--- config.mk ---
export PLATFORM = sky130hd
export DESIGN_NAME = cache_mem_arbiter
export DESIGN_NICKNAME = d
export VERILOG_FILES = /design/src/rtl/cache_mem_arbiter.sv
export SDC_FILE = /design/constraint.sdc
export NUM_CORES = 1
export LEC_CHECK = 0
export BUFFER_PORTS_ARGS = -buffer_cell sky130_fd_sc_hd__buf_4
export CAP_MARGIN = 20
export CORE_AREA = 2 2 103 105
export DETAILED_ROUTE_END_ITERATION = 8
export DIE_AREA = 0 0 105 107
export PLACE_DENSITY = 0.77
export SLEW_MARGIN = 25
export SYNTH_ARGS = -nofsm -noshare
export SYNTH_HDL_FRONTEND = slang
export SYNTH_SLANG_ARGS = --single-unit
--- constraint.sdc ---
create_clock -name clk -period 3.6 [get_ports clk]
set_input_delay 0.54 -clock clk [delete_from_list [all_inputs] [get_ports clk]]
set_output_delay 0.54 -clock clk [all_outputs]
set_load 0.01 [all_outputs]
--- src/rtl/cache_mem_arbiter.sv ---
// Memory-port arbiter between the read-only instruction cache and the
// write-through data cache. One request is granted at a time and held on the
// m_* port until the memory answers. The data side normally wins, but a
// starvation counter forces an instruction grant after STARVE_MAX consecutive
// data grants made while the instruction side was waiting.
module cache_mem_arbiter #(
    parameter int A_WIDTH    = 32,
    parameter int STARVE_MAX = 4
) (
    input  logic               clk,
    input  logic               clrn,
    input  logic               i_strobe,
    input  logic [A_WIDTH-1:0] i_a,
    output logic               i_ready,
    output logic [31:0]        i_dout,
    input  logic               d_strobe,
    input  logic               d_rw,
    input  logic [A_WIDTH-1:0] d_a,
    input  logic [31:0]        d_din,
    output logic               d_ready,
    output logic [31:0]        d_dout,
    input  logic               flush,
    output logic               m_strobe,
    output logic               m_rw,
    output logic [A_WIDTH-1:0] m_a,
    output logic [31:0]        m_din,
    input  logic [31:0]        m_dout,
    input  logic               m_ready,
    output logic [1:0]         gnt
);

    localparam int DATA_W = 32;

    // Counter is 4 bits wide, enough for the largest allowed limit of 15.
    localparam logic [3:0] STARVE_LIM = 4'(STARVE_MAX);

    typedef enum logic [1:0] {
        IDLE    = 2'd0,
        SERVE_I = 2'd1,
        SERVE_D = 2'd2
    } state_t;

    state_t     state;
    logic [3:0] starve_cnt;
    logic       d_req;
    logic       d_win;

    // Saturating increment of the starvation counter.
    function automatic logic [3:0] starve_inc(input logic [3:0] c);
        return (c >= STARVE_LIM) ? c : c + 4'd1;
    endfunction

    // Grant decision for the IDLE state: flush masks new data requests, and
    // the data side loses only when the instruction side has waited too long.
    always_comb begin
        d_req = d_strobe & ~flush;
        d_win = d_req & (~i_strobe | (starve_cnt < STARVE_LIM));
    end

    // Arbitration FSM; the memory-side request is registered at grant time
    // and held unchanged until memory signals completion.
    always_ff @(posedge clk or negedge clrn) begin
        if (!clrn) begin
            state      <= IDLE;
            starve_cnt <= '0;
            m_strobe   <= 1'b0;
            m_rw       <= 1'b0;
            m_a        <= '0;
            m_din      <= '0;
            gnt        <= 2'b00;
        end else begin
            case (state)
                IDLE: begin
                    if (d_win) begin
                        state      <= SERVE_D;
                        m_strobe   <= 1'b1;
                        m_rw       <= d_rw;
                        m_a        <= d_a;
                        m_din      <= d_din;
                        gnt        <= 2'b10;
                        starve_cnt <= i_strobe ? starve_inc(starve_cnt) : 4'd0;
                    end else if (i_strobe) begin
                        state      <= SERVE_I;
                        m_strobe   <= 1'b1;
                        m_rw       <= 1'b0;
                        m_a        <= i_a;
                        m_din      <= '0;
                        gnt        <= 2'b01;
                        starve_cnt <= 4'd0;
                    end else begin
                        starve_cnt <= 4'd0;
                    end
                end
                SERVE_I, SERVE_D: begin
                    if (m_ready) begin
                        state    <= IDLE;
                        m_strobe <= 1'b0;
                        gnt      <= 2'b00;
                    end
                end
                default: begin
                    state    <= IDLE;
                    m_strobe <= 1'b0;
                    gnt      <= 2'b00;
                end
            endcase
        end
    end

    // Completion is steered back to whichever side owns the port; read data
    // passes straight through and is qualified by the matching ready.
    always_comb begin
        i_ready = (state == SERVE_I) & m_ready;
        d_ready = (state == SERVE_D) & m_ready;
        i_dout  = m_dout[DATA_W-1:0];
        d_dout  = m_dout[DATA_W-1:0];
    end

endmodule

==> reports/metrics.csv <==
stage;metric;value;unit
status;status;completed;
critical_path;start_kind;flop;
floorplan;row_count;37;
global_routing;overflow;0;
power_and_ir_drop;power_frac_seq;0.368;
critical_path;critPathSlowestCell;a21oi_4;
clock_network;htreeDepth;3;
drt;drtIter0Drc;217;
power_and_ir_drop;p_sw;1.36;mW
clock_network;cts_tree;built;
power_and_ir_drop;leakage;2.48;nW
yosys;synth_ff_type;dfrtp_1;
drt;vias_per_cell;5.65;
yosys;async_flop_share;1.00;
sta;setup_ws;1220;ps
sta;hold_viol;0;
global_routing;grt_max_degree;73;
placement;pre_cts_slack;1090;ps
placement;portBuffers;172;
drt;ant_nets;0;
yosys;syn_avg_cell_area;11.2;sq um
clock_network;clock_sinks;72;
floorplan;io_pins;269;
sta;clock_skew;15.7;ps
sta;max_slew_margin;0.386;
power_and_ir_drop;p_comb_frac;0.463;
layout;final_cell_mix;buf_4, dfrtp_1, a22o_1, and3b_1, a221oi_1;
power_and_ir_drop;intPower;2.44;mW
layout;final_common_cell;buf_4;
power_and_ir_drop;p_sw_frac;0.358;
placement;dp.cells;575;
global_routing;grt_pass1_vias;3321;
global_routing;grt.total_usage;0.202;
layout;multi_input_area;1560;sq um
power_and_ir_drop;p_clk_frac;0.169;
drt;first_pass_iters;6;
yosys;syn_inst;362;
critical_path;path_cells;inv_1 -> ha_1 -> inv_2 -> a21oi_4 -> buf_4 -> a2bb2oi_1;
worst_hold_path;hp-class;input pin to asynchronous set/reset pin;
yosys;synth_edf_count;0;
yosys;ys_seq_area_frac;0.446;
global_routing;grt_pass1_wl;17900;um
critical_path;cp_top_family;compound AO/OA/AOI/OAI gates;
global_routing;antenna_found_initial;0;
power_and_ir_drop;p_per_area;750;nW/um^2
placement;hpwl;8230;um
layout;final_nets;589;
yosys;synth_cell_type_count;31;
drt;drc;0;
critical_path;critPathArrivalTime;2640;ps
clock_network;post_cts_buffers;0;
sta;drv_slew;0;
yosys;yosysWarningCount;0;
floorplan;die-area;11200;sq um
sta;period_share;0.662;
drt;via_count;3338;
sta;maxClockFrequency;0.420;GHz
critical_path;cp_num_buf_inv;3;
drt;totalWireLength;11700;um
clock_network;clk_pin_slew;90;ps
critical_path;slowest_delay;590;ps
sta;min_period;2380;ps
clock_network;insertion_delay;340;ps
drt;wl_per_cell;19.8;um
floorplan;start_util;0.400;
sta;setup_viol;0;
clock_network;clock_tree.buffer_depth;2;
placement;gp_congestion;0.813;
clock_network;numCtsBuffers;9;
sta;finalSetupTns;0;ps
yosys;synth_nets;501;
floorplan;design.core.area;10100;sq um
sta;tightest_slew;921;ps
critical_path;worstSetupPathType;flop to flop;
critical_path;crit_required;3850;ps
floorplan;die_y;107;um
layout;area_delta_synth_final;25.3;%
layout;drive_gt1_frac;0.444;
run;maxCapViolCount;0;
layout;num_antenna_cells;0;
clock_network;cts_hold_buf;0;
power_and_ir_drop;ir_drop;286;uV
floorplan;dieWidth;105;um
critical_path;cp-end-kind;flop;
clock_network;cts_resized;0;
yosys;ys_ff_latch;72;
critical_path;path_max_fanout;36;
layout;fin_cells;591;
clock_network;root_buffer;clkbuf_8;
yosys;netlist_area;4040;sq um
layout;seq_area;1800;sq um
layout;fillCellCount;908;
sta;rsz0062_at_grt;no;
per-stage QoR:
| stage | util | instance area (sq um) | total power [mW] | hold slack, ps |
|---|---|---|---|---|
| 2_1_floorplan | - | 4040 | 2.42 | 244 |
| 3_3_place_gp | 0.481 | 4860 | 3.12 | 465 |
| 3_5_place_dp | 0.482 | 4860 | 3.18 | 487 |
| 4_1_cts | 0.501 | 5060 | 3.84 | 351 |
| 5_1_grt | 0.501 | 5060 | 4.02 | 373 |
| 6_report | 0.501 | 5060 | 3.80 | 324 |
power by group through the flow:
stage / Clock [mW] / Sequential (mW) / Combinational, mW
finish: 0.643 / 1.40 / 1.76
global route: 0.704 / 1.43 / 1.89
global placement: 0 / 1.40 / 1.72
detailed placement: 0 / 1.39 / 1.78
floorplan: 0 / 1.52 / 0.898
CTS: 0.666 / 1.39 / 1.78
registers in the layout, summed over array words and instances, names as in the netlist:
register / flops
m_din: 32
m_rw: 1
starve_cnt: 4
m_a: 32
state: 2
m_strobe: 1
cells by family (layout without fill, tap and decap cells):
| family | after synthesis | after routing | synth area share |
|---|---|---|---|
| compound gates | 139 | 139 | 0.279 |
| fa+ha+maj | 4 | 4 | 0.0124 |
| buf+inv | 103 | 196 | 0.171 |
| flops | 72 | 72 | 0.446 |
| mux | 1 | 1 | 0.00248 |
| simple gates | 43 | 43 | 0.0898 |
cell type report:
| cell class | count | share of cell area |
|---|---|---|
| Sequential cell | 72 | 0.356 |
| Multi-Input combinational cell | 187 | 0.308 |
| Timing Repair Buffer | 175 | 0.260 |
| Tap cell | 136 | 0.0336 |
| Clock buffer | 10 | 0.0252 |
| Clock inverter | 6 | 0.0136 |
| Inverter | 5 | 0.00371 |
synthesized netlist by cell type (all sizes together), types with 2 or more instances:
master | count | share of area
and2 | 2 | 0.0031
clkbuf | 19 | 0.018
a22o | 35 | 0.076
nand2b | 3 | 0.0065
dfrtp | 72 | 0.45
ha | 4 | 0.012
a2bb2oi | 32 | 0.076
inv | 5 | 0.0046
nand2 | 2 | 0.0019
and3b | 32 | 0.069
a221oi | 32 | 0.069
buf | 79 | 0.15
o21ai | 34 | 0.043
worst paths after layout:
kind / from / endpoint / slack [ps] / cells after the start
max in group asynchronous: clrn / m_din[6]$_DFFE_PN0P_ / 2660 / 1
setup / recovery: state[0]$_DFFE_PN0P_ / m_a[3]$_DFFE_PN0P_ / 1220 / 6
setup reg to reg: state[0]$_DFFE_PN0P_ / m_a[3]$_DFFE_PN0P_ / 1220 / 6
hold reg to reg: m_din[22]$_DFFE_PN0P_ / m_din[22]$_DFFE_PN0P_ / 510 / 1
min in group clk: d_din[31] / m_din[31]$_DFFE_PN0P_ / 410 / 2
hold / removal: clrn / m_a[16]$_DFFE_PN0P_ / 320 / 1
layer usage:
metal | up-vias | global-route usage | share of wire
met2 | 229 | 0.345 | 0.50
met5 | - | 0 | 0
met3 | 18 | 0.0687 | 0.098
met4 | 0 | 0.0495 | 0.015
li1 | 1488 | - | -
met1 | 1603 | 0.245 | 0.39
No activity file was read; power rests on OpenSTA's default activity.
